`src/rtl/stoch_pkg.sv`:
```
// rtl/stoch_pkg.sv - shared defaults and helpers for the stochastic variable node
package stoch_pkg;

  localparam int DEF_DV     = 3;
  localparam int DEF_EM_LEN = 32;
  localparam int DEF_AW     = $clog2(DEF_EM_LEN);

  // True when every bit selected by care has the same value; unselected bits are ignored.
  function automatic logic all_equal(input logic [31:0] bits, input logic [31:0] care);
    return (&(bits | ~care)) | (&(~bits | ~care));
  endfunction

endpackage

```
`src/rtl/stoch_var_node_if.sv`:
```
// rtl/stoch_var_node_if.sv - decoding-cycle bus between the decoder core and a variable node
interface stoch_var_node_if
  import stoch_pkg::*;
#(
  parameter int DV = DEF_DV,
  parameter int AW = DEF_AW
) ();

  logic          EN;
  logic          CH_BIT;
  logic [DV-1:0] CN_BITS;
  logic [DV*AW-1:0] RAND;
  logic [DV-1:0] VN_BITS;
  logic          DEC_BIT;

  modport master (
    output EN, CH_BIT, CN_BITS, RAND,
    input  VN_BITS, DEC_BIT
  );

  modport slave (
    input  EN, CH_BIT, CN_BITS, RAND,
    output VN_BITS, DEC_BIT
  );

endinterface

```
`src/rtl/vn_edge_mem.sv`:
```
// rtl/vn_edge_mem.sv - one edge of the variable node: edge memory, fill counter, registered edge bit
module vn_edge_mem #(
  parameter int EM_LEN = 32,
  parameter int AW     = 5
) (
  input  logic          CLK,
  input  logic          INIT_N,
  input  logic          EN,
  input  logic          WE,
  input  logic          WDATA,
  input  logic [AW-1:0] RAND,
  input  logic          CH_BIT,
  output logic          EDGE_BIT
);

  localparam logic [AW:0] FULL = (AW+1)'(EM_LEN);

  logic [EM_LEN-1:0] em;
  logic [AW:0]       fill;
  logic              rd_bit;

  // Read from pre-shift contents; addresses beyond the filled region fall back to the newest bit.
  always_comb begin
    if (fill == '0) begin
      rd_bit = CH_BIT;
    end else if ({1'b0, RAND} < fill) begin
      rd_bit = em[RAND];
    end else begin
      rd_bit = em[0];
    end
  end

  always_ff @(posedge CLK or negedge INIT_N) begin
    if (!INIT_N) begin
      em       <= '0;
      fill     <= '0;
      EDGE_BIT <= 1'b0;
    end else if (EN) begin
      if (WE) begin
        EDGE_BIT <= WDATA;
        em       <= {em[EM_LEN-2:0], WDATA};
        if (fill != FULL) begin
          fill <= fill + (AW+1)'(1);
        end
      end else begin
        EDGE_BIT <= rd_bit;
      end
    end
  end

endmodule

```
`src/rtl/stoch_var_node.sv`:
```
// rtl/stoch_var_node.sv - degree-DV stochastic variable node with per-edge edge memories
module stoch_var_node
  import stoch_pkg::*;
#(
  parameter int DV     = DEF_DV,
  parameter int EM_LEN = DEF_EM_LEN,
  parameter int AW     = DEF_AW
) (
  input logic              CLK,
  input logic              INIT_N,
  stoch_var_node_if.slave  bus
);

  localparam logic [DV:0] CARE_ALL = '1;

  logic [DV:0]   in_bits;
  logic [DV-1:0] agree;
  logic [DV-1:0] vn;
  logic          dec_agree;
  logic          dec_h;

  assign in_bits = {bus.CN_BITS, bus.CH_BIT};

  genvar e;
  for (e = 0; e < DV; e++) begin : g_edge
    // Edge e ignores its own check-node bit, which sits at in_bits[e+1].
    localparam logic [DV:0] CARE = ~((DV+1)'(1) << (e + 1));

    assign agree[e] = all_equal(32'(in_bits), 32'(CARE));

    vn_edge_mem #(
      .EM_LEN (EM_LEN),
      .AW     (AW)
    ) u_mem (
      .CLK      (CLK),
      .INIT_N   (INIT_N),
      .EN       (bus.EN),
      .WE       (agree[e]),
      .WDATA    (bus.CH_BIT),
      .RAND     (bus.RAND[e*AW +: AW]),
      .CH_BIT   (bus.CH_BIT),
      .EDGE_BIT (vn[e])
    );
  end

  assign dec_agree = all_equal(32'(in_bits), 32'(CARE_ALL));

  // The hold register and the decision output always carry the same value, so one flop serves both.
  always_ff @(posedge CLK or negedge INIT_N) begin
    if (!INIT_N) begin
      dec_h <= 1'b0;
    end else if (bus.EN && dec_agree) begin
      dec_h <= bus.CH_BIT;
    end
  end

  assign bus.VN_BITS = vn;
  assign bus.DEC_BIT = dec_h;

endmodule

```
`src/flat_wrapper.sv`:
```
// flat-port wrapper written by rule: the top's interface ports become plain ports
module stoch_var_node_flat import stoch_pkg::*;
#(
  parameter int DV     = DEF_DV,
  parameter int EM_LEN = DEF_EM_LEN,
  parameter int AW     = DEF_AW
)
  (CLK, INIT_N, bus_EN, bus_CH_BIT, bus_CN_BITS, bus_RAND, bus_VN_BITS, bus_DEC_BIT);
  stoch_var_node_if #(.DV(DV), .AW(AW)) bus_i ();
  input logic CLK;
  input logic INIT_N;
  input wire logic [$bits(bus_i.EN)-1:0] bus_EN;
  input wire logic [$bits(bus_i.CH_BIT)-1:0] bus_CH_BIT;
  input wire logic [$bits(bus_i.CN_BITS)-1:0] bus_CN_BITS;
  input wire logic [$bits(bus_i.RAND)-1:0] bus_RAND;
  output wire logic [$bits(bus_i.VN_BITS)-1:0] bus_VN_BITS;
  output wire logic [$bits(bus_i.DEC_BIT)-1:0] bus_DEC_BIT;
  assign bus_i.EN = bus_EN;
  assign bus_i.CH_BIT = bus_CH_BIT;
  assign bus_i.CN_BITS = bus_CN_BITS;
  assign bus_i.RAND = bus_RAND;
  assign bus_VN_BITS = bus_i.VN_BITS;
  assign bus_DEC_BIT = bus_i.DEC_BIT;
  stoch_var_node #(.DV(DV), .EM_LEN(EM_LEN), .AW(AW)) u_core (.CLK(CLK), .INIT_N(INIT_N), .bus(bus_i));
endmodule
```
`config.mk`:
```
export PLATFORM = sky130hd
export DESIGN_NAME = stoch_var_node_flat
export DESIGN_NICKNAME = d
export VERILOG_FILES = /design/src/rtl/stoch_pkg.sv /design/src/rtl/stoch_var_node_if.sv /design/src/rtl/vn_edge_mem.sv /design/src/rtl/stoch_var_node.sv /design/src/flat_wrapper.sv
export SDC_FILE = /design/constraint.sdc
export NUM_CORES = 1
export LEC_CHECK = 0
export ABC_AREA = 0
export CORE_MARGIN = 2
export CORE_UTILIZATION = 25
export CTS_BUF_LIST = sky130_fd_sc_hd__clkbuf_4 sky130_fd_sc_hd__clkbuf_8
export CTS_CLUSTER_DIAMETER = 60
export CTS_CLUSTER_SIZE = 40
export DETAILED_ROUTE_END_ITERATION = 7
export PLACE_DENSITY_LB_ADDON = 0.2
export SETUP_SLACK_MARGIN = 0.02
export SLEW_MARGIN = 15
export SYNTH_ARGS = -nofsm -noshare
export SYNTH_HDL_FRONTEND = slang
export SYNTH_SLANG_ARGS = --single-unit
export TNS_END_PERCENT = 1
```
`constraint.sdc`:
```
create_clock -name CLK -period 3.2 [get_ports CLK]
set_clock_uncertainty 0.2 [all_clocks]
set_input_delay 0.64 -clock CLK [delete_from_list [all_inputs] [get_ports CLK]]
set_output_delay 0.64 -clock CLK [all_outputs]
set_load 0.01 [all_outputs]
```
; Word level (Yosys, flattened, before mapping)
; Cells that the tools add are included.
[op_classes]
bitwise_logic = 5
n_eq_ne = 3
n_div = 0
magnitude_cmp = 6
n_reduce_logical = 18
muxes = 15
n_mul = 0
shift = 0
addsub = 3
[op_table]
columns = cell, count
row1 = $reduce_and A3 Y1, 9
row2 = $add A6 B1 Y6 const B, 3
row3 = $logic_not A6 Y1, 3
row4 = $lt A5 B6 Y1, 3
row5 = $lt A5 B6 Y1 const B, 3
row6 = $ne A6 B6 Y1 const B, 3
row7 = $bmux W1 S5, 3
row8 = $mux W1, 12
row9 = $reduce_and A4 Y1, 2
row10 = $reduce_and A2 Y1, 3
row11 = $not A4 Y4, 1
row12 = $or A1 B1 Y1, 4
row13 = $logic_and A1 B1 Y1, 1
[word_totals]
latchBits = 0
memories = 0
reg_bits = 118
inputBits = 22
word_cells = 60
out_inout_bits = 4
mem_bits_ro = 0
ramBits = 0

; Depth between registers and ports, before layout
; Gate-level depths: netlist (run 1).
[depth]
depth_word = 5
mapped_depth = 8
mapped_depth_nobuf = 8

; Hierarchy
; A second synthesis (run 1) with hierarchy kept.
[hier_totals]
hier_cells = 439
area_unflattened_um2 = 5973.2
[modules_own_cells]
columns = mod, area_per_inst_um2, cells_per_inst, seq_area_each_um2, instances
row1 = vn_edge_mem, 1956.9, 142, 975.9, 3
row2 = stoch_var_node, 102.6, 13, 25.0, 1

; Worst setup path before layout (run 1)
; Ideal clock, no wire load.
[synth_timing]
kind = in2reg
startpoint = in bus_RAND[10]
endpoint = reg u_core.g_edge[2].u_mem.EDGE_BIT
path_stages = 7
n_path_buf = 1
setup_slack_ns = 0.757
t_required_ns = 2.854
arrival_ns = 2.097
setup_time_ns = 0.146
cell_sequence = buf_2 mux4_2 mux2i_1 o311ai_1 or3_1 mux2i_1 a221oi_1
[synth_between]
elab_chain_cells = 5
word_cells_on_any_way = 6
classes_between = order compare (1) / mux (5)
[synth_rtl]
columns = item, line
row1 = "start, declared", flat_wrapper.sv:15  ; input wire logic [$bits(bus_i.RAND)-1:0] bus_RAND;
row2 = $bmux W1 S5, vn_edge_mem.sv:27  ; rd_bit = em[RAND];
row3 = $mux W1 (not written as such), vn_edge_mem.sv:27
row4 = $mux W1 *, vn_edge_mem.sv:26  ; end else if ({1'b0, RAND} < fill) begin
row5 = $mux W1 *, vn_edge_mem.sv:24  ; if (fill == '0) begin
row6 = $mux W1 *, vn_edge_mem.sv:39  ; if (WE) begin
row7 = "end signal, assigned", vn_edge_mem.sv:46  ; EDGE_BIT <= rd_bit;
row8 = "end, declared", vn_edge_mem.sv:13  ; output logic EDGE_BIT
; Mark *: on every way between the ends. The rest lies on a longest branch, timed or not. The select of a mux whose other input is x is not followed.
; A chain may end at the register's enable or synchronous reset.

; Worst setup path after layout (run 1)
[layout_timing]
startpoint = in bus_RAND[5]
endpoint = reg u_core.g_edge[1].u_mem.EDGE_BIT
[layout_between]
elab_chain_cells = 5
word_cells_on_any_way = 6
classes_between = order compare (1) / mux (5)
[layout_rtl]
columns = item, line
row1 = $bmux W1 S5, vn_edge_mem.sv:27
row2 = $mux W1 (not written as such), vn_edge_mem.sv:27
row3 = $mux W1 *, vn_edge_mem.sv:26
row4 = $mux W1 *, vn_edge_mem.sv:24
row5 = $mux W1 *, vn_edge_mem.sv:39
row6 = "end signal, assigned", vn_edge_mem.sv:46
row7 = "end, declared", vn_edge_mem.sv:13
; Marked as above.

==> flow_metrics.tcl, run 1 <==
set metrics [dict create \
    overflow 0 \
    setup_viol 0 \
    status "completed" \
    antenna_left 0 \
    mappedNetlistNets 505 \
    ys.flop_type "dfrtp_1" \
    syn_area_mm2 0.00599 \
    grt_pass1_vias 4184 \
    finalHoldViolCount 0 \
    io_pins 26 \
    viasPerCell 4.52 \
    hold_slack_ns 0.298 \
    cts-htree-levels 4 \
    yosysWarnings 0 \
    grt_max_degree 54 \
    nFillCells 2374 \
    num_antenna_cells 0 \
    slew-limit-headroom 0.592 \
    die_area_mm2 0.0252 \
    routed_wl_mm 12.0 \
    synth-async-reset-ratio 1.00 \
    tritoncts "done" \
    die_y_um 159 \
    holdPathStages 1 \
    maxCapViolations 0 \
    vias 3754 \
    cts_made_buffers 17 \
    place_hpwl_mm 8.50 \
    cp_slowest_cell "clkdlybuf4s50_1" \
    regArea_mm2 0.00295 \
    synthCells 465 \
    fin_crit_ns 2.61 \
    grt_use_total 0.102 \
    port_buffers 25 \
    cts.sinks 118 \
    peakVddDrop_uv 225 \
    first_pass_iters 4 \
    clock_path_buffers 2 \
    yosysSeqAreaShare 0.493 \
    required_ns 3.33 \
    fin_crit_sh 0.815 \
    cp.arrival_ns 2.74 \
    worst_pin_slew_ns 0.603 \
    synthToLayoutAreaGrowth_pct 18.6 \
    wl_per_cell_um 14.4 \
    antenna_found_initial 0 \
    root_buffer "clkbuf_8" \
    hold_path_class "register to register" \
    cts_resized 0 \
    place_area_mm2 0.00668 \
    synth-edff-count 0 \
    nets 539 \
    grt_setup_unrepaired "false" \
    fmax_ghz 0.383 \
    worstSetupStartpointType "primary input" \
    worstSetupPathType "primary input to register" \
    clk_latency_ns 0.44 \
    multi_input_area_mm2 0.00282 \
    tns_ns 0 \
    powerDensity_mw_per_mm2 591 \
    reg2reg_depth 6 \
    worstPathCellList "clkdlybuf4s50_1 -> mux4_1 -> mux2_2 -> a32o_1 -> nor3_2 -> mux2i_1 -> o211a_1" \
    start_util 0.255 \
    num_rows 56 \
    drt-initial-drc-count 121 \
    critPathMaxStageDelay_ns 0.66 \
    drv_slew 0 \
    yosysUniqueCellTypes 50 \
    die_w_um 159 \
    avgSynthCellArea_um2 12.9 \
    drive_gt1_frac 0.207 \
    drc 0 \
    end_kind "register" \
    worst-path-max-fanout 6 \
    clk_pin_slew_ns 0.08 \
    power.leakage_nw 3.25 \
    synth_seq_cells 118 \
    grt_pass1_wl_mm 21.0 \
    design_area_mm2 0.00710 \
    core_mm2 0.0235 \
    gp_congestion 0.750 \
]
synth_stat cells (2+ instances only):
library cell	n	area, um^2
nand3b_1	3	22.5
mux2_2	40	450
nand2_1	19	71.3
clkbuf_1	9	33.8
nor2_1	9	33.8
a2111oi_0	2	17.5
a21oi_1	11	55.1
nand3_1	10	50.1
mux4_2	10	225
o2bb2ai_1	2	17.5
and3_1	2	12.5
nor2b_1	10	62.6
nand4_1	7	43.8
mux2i_1	18	180
a31oi_1	6	37.5
o21ai_1	3	15.0
nand4b_1	2	17.5
nor3_1	5	25.0
ha_1	18	225
nand2b_1	5	31.3
inv_1	21	78.8
a21o_1	3	22.5
o21ai_0	11	55.1
mux2_1	54	608
dfrtp_1	118	2950
buf_4	3	22.5
xnor2_1	15	131
nor4_1	3	18.8
buf_2	15	75.1
mux4_1	7	184
o31ai_1	2	15.0
nor4b_1	4	35.0
worst max-delay path, delay by kind of cell:
kind            cells  cell delay (ns)
compound gates      2             0.38
buf+inv             1             0.66
simple gates        1             0.09
mux                 3             0.97
routing by layer:
metal / routed length (um) / global-route usage / vias up
met5: 0 / 0 / -
met4: 224 / 0.0450 / 0
met3: 296 / 0.0248 / 20
met2: 5830 / 0.172 / 43
met1: 5610 / 0.125 / 1909
li1: - / - / 1782
worst paths after layout:
| path | startpoint | end | slack [ns] |
|---|---|---|---|
| worst max-delay path | bus_RAND[5] | u_core.g_edge[1].u_mem.EDGE_BIT$_DFFE_PN0P_ | 0.59 |
| worst min-delay path | u_core.g_edge[1].u_mem.em[31]$_DFFE_PN0P_ | u_core.g_edge[1].u_mem.em[31]$_DFFE_PN0P_ | 0.30 |
| worst max register to register | u_core.g_edge[2].u_mem.fill[0]$_DFFE_PN0P_ | u_core.g_edge[2].u_mem.fill[4]$_DFFE_PN0P_ | 1.12 |
| worst min register to register | u_core.g_edge[1].u_mem.em[31]$_DFFE_PN0P_ | u_core.g_edge[1].u_mem.em[31]$_DFFE_PN0P_ | 0.30 |
| max in group asynchronous | INIT_N | u_core.g_edge[0].u_mem.EDGE_BIT$_DFFE_PN0P_ | 1.50 |
| min in group asynchronous | INIT_N | u_core.g_edge[1].u_mem.em[27]$_DFFE_PN0P_ | 0.47 |
through the flow:
stage	worst slack, ns	power [mW]	utilization	std cells
2_1_floorplan	0.757	2.52	-	465
3_3_place_gp	0.146	2.78	0.285	798
3_5_place_dp	0.0985	2.81	0.285	798
4_1_cts	0.586	4.28	0.303	830
5_1_grt	0.481	4.49	0.303	830
6_report	0.591	4.20	0.303	830
state kept, by name (all words and copies together) (netlist names):
register and flops:
u_core.bus.DEC_BIT 1, u_core.g_edge.u_mem.fill 18, u_core.g_edge.u_mem.EDGE_BIT 3, u_core.g_edge.u_mem.em 96
area by class of cell:
type                            count  share of cell area
Clock buffer                       17              0.0330
Multi-Input combinational cell    297               0.397
Tap cell                          319              0.0562
Timing Repair Buffer               43              0.0613
Clock inverter                     14              0.0250
Sequential cell                   118               0.416
Inverter                           22              0.0116
repair_timing:
action | in CTS | in global routing
setup buffers | 0 | 0
endpoints found under the hold margin | 32 | 0
hold buffers | 1 | 0
logic make-up after synthesis:
logic type,Yosys count,share of synthesized area
xor gates and xnor gates,15,0.0219
muxes,129,0.275
buffers and inverters,50,0.0376
and+or+nand+nor,82,0.0748
AOI/OAI and AO/OA,53,0.0594
adders and majority gates,18,0.0376
DFF,118,0.493
layout by cell type (no fill, tap or decap), drive strengths merged, types with 3 or more instances in the layout:
master	instances
a21o	3
a21oi	11
a31oi	6
buf	18
bufinv	3
clkbuf	17
clkdlybuf4s50	24
clkinv	5
clkinvlp	4
dfrtp	118
ha	18
inv	24
mux2	94
mux2i	18
mux4	17
nand2	19
nand2b	5
nand3	10
nand3b	3
nand4	7
nor2	9
nor2b	10
nor3	6
nor4	3
nor4b	4
o21ai	14
xnor2	15
power breakdown:
part	internal, mW	switching [mW]	leakage (nW)
Clock	0.772	0.656	0.195
Combinational	0.431	0.379	1.51
Sequential	1.73	0.234	1.55
Note: power is estimated with default switching activity, not from simulation.
==> run 2, diff against run 1 <==
==> constraint.sdc (replaced) <==
create_clock -name CLK -period 2.5 [get_ports CLK]
set_clock_uncertainty 0.2 [all_clocks]
set_input_delay 0.5 -clock CLK [delete_from_list [all_inputs] [get_ports CLK]]
set_output_delay 0.5 -clock CLK [all_outputs]
set_load 0.01 [all_outputs]
==> flow_metrics.tcl, run 2 (synthesis gave the netlist of run 1 again) <==
set metrics [dict create \
    first_pass_iters 6 \
    clock_path_buffers 2 \
    required_ns 2.64 \
    worstSetupPathType "primary input to register" \
    place_area_mm2 0.00689 \
    antenna_found_initial 0 \
    p_int_mw 3.50 \
    ff2ff_setup_slack_ns 0.45 \
    switching_share 0.326 \
    cp.arrival_ns 2.54 \
    reg_top3 "u_core.g_edge.u_mem.em x96, u_core.g_edge.u_mem.fill x18, u_core.g_edge.u_mem.EDGE_BIT x3" \
    grt_use_total 0.104 \
    grt_max_degree 45 \
    clkPwrFrac 0.310 \
    maxCapViolations 0 \
    core_mm2 0.0235 \
    num_rows 56 \
    final_common_cell "dfrtp_1" \
    powerDensity_mw_per_mm2 716 \
    synthToLayoutAreaGrowth_pct 21.2 \
    port_buffers 25 \
    worst_pin_slew_ns 0.541 \
    end_kind "register" \
    wl_per_cell_um 14.2 \
    cts.sinks 118 \
    drc 0 \
    slew-limit-headroom 0.634 \
    power.leakage_nw 3.36 \
    cp_slowest_cell "clkdlybuf4s50_1" \
    hold_path_class "register to register" \
    grt_setup_unrepaired "false" \
    switchingPower_mw 1.69 \
    io_pins 26 \
    tritoncts "done" \
    clk_latency_ns 0.45 \
    place_hpwl_mm 8.89 \
    critPathMaxStageDelay_ns 0.58 \
    overflow 0 \
    vias 3772 \
    grt_pass1_wl_mm 21.0 \
    layout_common_cells "118 x dfrtp_1, 54 x mux2_1, 40 x mux2_2, 39 x buf_4, 24 x clkdlybuf4s50_1" \
    cts_made_buffers 17 \
    tns_ns 0 \
    drive_gt1_frac 0.247 \
    place_inst 824 \
    root_buffer "clkbuf_8" \
    antenna_left 0 \
    die_area_mm2 0.0252 \
    fin_crit_sh 0.962 \
    die_y_um 159 \
    fin_cells 857 \
    fmax_ghz 0.416 \
    worstSetupStartpointType "primary input" \
    cts_resized 0 \
    routed_wl_mm 12.2 \
    grt_pass1_vias 4041 \
    regMostFlops "u_core.g_edge.u_mem.em" \
    largest_reg_flops 96 \
    path_buf_inv 2 \
    clk_pin_slew_ns 0.08 \
    fin_crit_ns 2.40 \
    power_mw 5.19 \
    worst-path-max-fanout 5 \
    nFillCells 2350 \
    finalHoldViolCount 0 \
    cp_top_family "buffers and inverters" \
    drt-initial-drc-count 133 \
    drv_slew 0 \
    setup_viol 0 \
    p_comb_frac 0.206 \
    num_antenna_cells 0 \
    start_util 0.255 \
    design_area_mm2 0.00725 \
    fin_util 0.309 \
    worstPathCellList "clkdlybuf4s50_1 -> buf_4 -> mux4_1 -> a22o_1 -> a32o_1 -> nor3_2 -> mux2i_1 -> o211a_1" \
    viasPerCell 4.40 \
    peakVddDrop_uv 310 \
    cts-htree-levels 4 \
    gp_congestion 0.760 \
    die_w_um 159 \
    nets 565 \
    seq_power_share 0.483 \
    status "completed" \
]
[run 2: cell count changes in the layout (fill, tap and decap cells not counted)]
cell and change:
buf_12 +1, inv_6 +4, clkinv_4 -2, buf_4 +25, inv_8 +1, clkinv_2 +1, bufinv_16 -3
[run 2: final timing paths]
check,startpoint,to,cells after the start
max,bus_RAND[5],u_core.g_edge[1].u_mem.EDGE_BIT$_DFFE_PN0P_,8
min,u_core.g_edge[1].u_mem.em[31]$_DFFE_PN0P_,u_core.g_edge[1].u_mem.em[31]$_DFFE_PN0P_,1
max reg2reg,u_core.g_edge[1].u_mem.em[25]$_DFFE_PN0P_,u_core.g_edge[1].u_mem.EDGE_BIT$_DFFE_PN0P_,6
min reg2reg,u_core.g_edge[1].u_mem.em[31]$_DFFE_PN0P_,u_core.g_edge[1].u_mem.em[31]$_DFFE_PN0P_,1
max in group asynchronous,INIT_N,u_core.g_edge[0].u_mem.em[17]$_DFFE_PN0P_,3
min in group asynchronous,INIT_N,u_core.g_edge[1].u_mem.fill[0]$_DFFE_PN0P_,2
[run 2: worst reg2reg max path, delay by kind of cell, from the launching register on]
family / cells / cell delay, ns
AOI/OAI and AO/OA: 2 / 0.38
DFF: 1 / 0.41
muxes: 3 / 0.86
and+or+nand+nor: 1 / 0.10
[run 2: power groups by stage]
stage,Sequential (mW),Clock [mW],Combinational (mW)
detailed placement,2.54,0,1.09
CTS,2.51,1.67,1.10
finish,2.51,1.61,1.07
global placement,2.54,0,1.05
global route,2.57,1.76,1.22
floorplan,2.44,0,0.789
[run 2: per-layer routing]
layer  track usage  part of all wire  vias up
li1              -                 -     1825
met4        0.0392            0.0085        0
met5             0                 0        -
met2         0.170              0.49       39
met3        0.0266             0.023        8
met1         0.133              0.48     1900
[run 2: final cells by class]
| class | count | area, um^2 | area share |
|---|---|---|---|
| inverters | 22 | 82.6 | 0.0114 |
| multi-input cells | 297 | 2820 | 0.389 |
| flip-flops and latches | 118 | 2950 | 0.407 |
| repair buffers | 69 | 643 | 0.0887 |
| clock inverters | 15 | 121 | 0.0167 |
| well taps | 319 | 399 | 0.0550 |
| clock buffers | 17 | 234 | 0.0323 |
[run 2: through the flow]
step                setup WS, ns  hold slack (ns)
global placement          -0.378            0.272
finish                    0.0952            0.296
floorplan                  0.197          0.00441
detailed placement        -0.378            0.277
global route              0.0235            0.327
CTS                        0.108            0.304
[run 2: timing repair]
item | CTS | global route
hold buffers | 1 | 0
endpoints found under the hold margin | 33 | 0
buffers inserted | 0 | 0
==> run 3, diff against run 2 <==
--- a/config.mk
+++ b/config.mk
@@ -13,6 +13,7 @@
 export CTS_CLUSTER_SIZE = 40
 export DETAILED_ROUTE_END_ITERATION = 7
 export PLACE_DENSITY_LB_ADDON = 0.2
+export RECOVER_POWER = 100
 export SETUP_SLACK_MARGIN = 0.02
 export SLEW_MARGIN = 15
 export SYNTH_ARGS = -nofsm -noshare
==> flow_metrics.tcl, run 3 (synthesis gave the netlist of run 1 again) <==
set metrics [dict create \
    grt_pass1_vias 4041 \
    die_area_mm2 0.0252 \
    root_buffer "clkbuf_8" \
    switchingPower_mw 1.69 \
    largest_reg_flops 96 \
    ff2ff_setup_slack_ns 0.45 \
    grt_setup_unrepaired "false" \
    cts_resized 0 \
    worst-path-max-fanout 5 \
    die_y_um 159 \
    hold_path_class "register to register" \
    final_common_cell "dfrtp_1" \
    cp_top_family "multiplexers" \
    cts-htree-levels 4 \
    path_buf_inv 2 \
    worstSetupStartpointType "primary input" \
    tns_ns 0 \
    place_hpwl_mm 8.89 \
    num_rows 56 \
    layout_common_cells "118 x dfrtp_1, 54 x mux2_1, 40 x mux2_2, 31 x buf_4, 21 x inv_1" \
    post-cts-setup-buffers 0 \
    clk_latency_ns 0.45 \
    drt-initial-drc-count 124 \
    design_area_mm2 0.00716 \
    overflow 0 \
    routed_wl_mm 12.3 \
    worst_pin_slew_ns 0.906 \
    num_antenna_cells 0 \
    worstReg2RegEnd "u_core.g_edge[2].u_mem.EDGE_BIT$_DFFE_PN0P_" \
    peakVddDrop_uv 309 \
    finalHoldViolCount 0 \
    reg2reg_depth 6 \
    tritoncts "done" \
    clk_pin_slew_ns 0.08 \
    drv_slew 0 \
    drive_gt1_frac 0.234 \
    core_mm2 0.0235 \
    maxCapViolations 0 \
    cp.arrival_ns 2.55 \
    hold_end "u_core.g_edge[1].u_mem.em[31]$_DFFE_PN0P_" \
    cts_made_buffers 17 \
    clock_path_buffers 2 \
    reg_top3 "u_core.g_edge.u_mem.em x96, u_core.g_edge.u_mem.fill x18, u_core.g_edge.u_mem.EDGE_BIT x3" \
    regMostFlops "u_core.g_edge.u_mem.em" \
    switching_share 0.328 \
    slew-limit-headroom 0.396 \
    antenna_left 0 \
    fin_crit_ns 2.42 \
    first_pass_iters 6 \
    start_util 0.255 \
    antenna_found_initial 0 \
    cpMostUsedCell "mux2i_1" \
    end_kind "register" \
    gp_congestion 0.760 \
    setup_viol 0 \
    fin_crit_sh 0.969 \
    worstPathCellList "clkdlybuf4s50_1 -> clkbuf_2 -> mux4_2 -> mux2i_1 -> o311ai_1 -> or3_1 -> mux2i_1 -> a221oi_1" \
    seq_power_share 0.486 \
    required_ns 2.63 \
    wl_per_cell_um 14.3 \
    power.leakage_nw 3.31 \
    die_w_um 159 \
    place_area_mm2 0.00689 \
    grt_max_degree 45 \
    reg2reg_from "u_core.g_edge[2].u_mem.em[7]$_DFFE_PN0P_" \
    io_pins 26 \
    vias 3773 \
    critPathMaxStageDelay_ns 0.53 \
    fin_ws_ns 0.0787 \
    worstSetupPathType "primary input to register" \
    status "completed" \
    power_mw 5.17 \
    clkPwrFrac 0.312 \
    drc 0 \
    synthToLayoutAreaGrowth_pct 19.5 \
    hold_buffers 1 \
    p_int_mw 3.47 \
    place_ws_ns -0.378 \
    powerDensity_mw_per_mm2 722 \
    fmax_ghz 0.413 \
    grt_pass1_wl_mm 21.0 \
    viasPerCell 4.40 \
    cp_slowest_cell "mux4_2" \
    port_buffers 25 \
    worstHoldStart "u_core.g_edge[1].u_mem.em[31]$_DFFE_PN0P_" \
    grt_use_total 0.104 \
    nets 565 \
    p_comb_frac 0.202 \
    cts.sinks 118 \
    holdPathStages 1 \
]
run 3: changes by cell type in the layout (fill, tap and decap cells not counted):
cell             previous run  this run
buf_4                      39        31
clkdlybuf4s50_1            24        16
dlygate4sd3_1               1         9
clkbuf_1                    0         6
buf_12                      5         0
clkbuf_4                    0         4
clkbuf_2                    0         2
buf_2                       0         1
o21ai_1                     0         1
o21ai_2                     3         2
run 3: power by group through the flow:
stage | Clock [mW] | Sequential (mW) | Combinational (mW)
detailed placement | 0 | 2.54 | 1.09
floorplan | 0 | 2.44 | 0.789
global placement | 0 | 2.54 | 1.05
finish | 1.61 | 2.51 | 1.05
global route | 1.76 | 2.57 | 1.19
CTS | 1.67 | 2.51 | 1.10
run 3: how the worst max path moves through the flow:
stage                  from                                     endpoint  slack, ns  cells past startpoint
6_report       bus_RAND[10]  u_core.g_edge[2].u_mem.EDGE_BIT$_DFFE_PN0P_       0.08                      8
5_1_grt        bus_RAND[10]  u_core.g_edge[2].u_mem.EDGE_BIT$_DFFE_PN0P_       0.01                      8
4_1_cts         bus_RAND[5]  u_core.g_edge[1].u_mem.EDGE_BIT$_DFFE_PN0P_       0.11                      8
3_5_place_dp    bus_RAND[5]  u_core.g_edge[1].u_mem.EDGE_BIT$_DFFE_PN0P_      -0.38                      8
3_3_place_gp    bus_RAND[5]  u_core.g_edge[1].u_mem.EDGE_BIT$_DFFE_PN0P_      -0.38                      8
2_1_floorplan  bus_RAND[10]  u_core.g_edge[2].u_mem.EDGE_BIT$_DFFE_PN0P_       0.20                      7
run 3: cell type report:
class | instances | area (um^2)
Clock buffer | 17 | 234
Clock inverter | 15 | 121
Fill cell | 2365 | 16300
Inverter | 22 | 82.6
Multi-Input combinational cell | 297 | 2820
Sequential cell | 118 | 2950
Tap cell | 319 | 399
Timing Repair Buffer | 69 | 551
run 3: layer usage:
layer / part of all wire / global-route usage / up-vias / routed length [um]
met2: 0.50 / 0.170 / 43 / 6080
met3: 0.024 / 0.0266 / 8 / 292
li1: - / - / 1819 / -
met4: 0.0084 / 0.0392 / 0 / 103
met1: 0.47 / 0.133 / 1903 / 5790
met5: 0 / 0 / - / 0
run 3: metrics by stage:
step                      std cells   util  hold slack [ns]
after floorplan                 465      -          0.00441
after global placement          824  0.293            0.272
after detailed placement        824  0.293            0.277
after CTS                       857  0.309            0.304
after global routing            857  0.305            0.327
final                           857  0.305            0.296
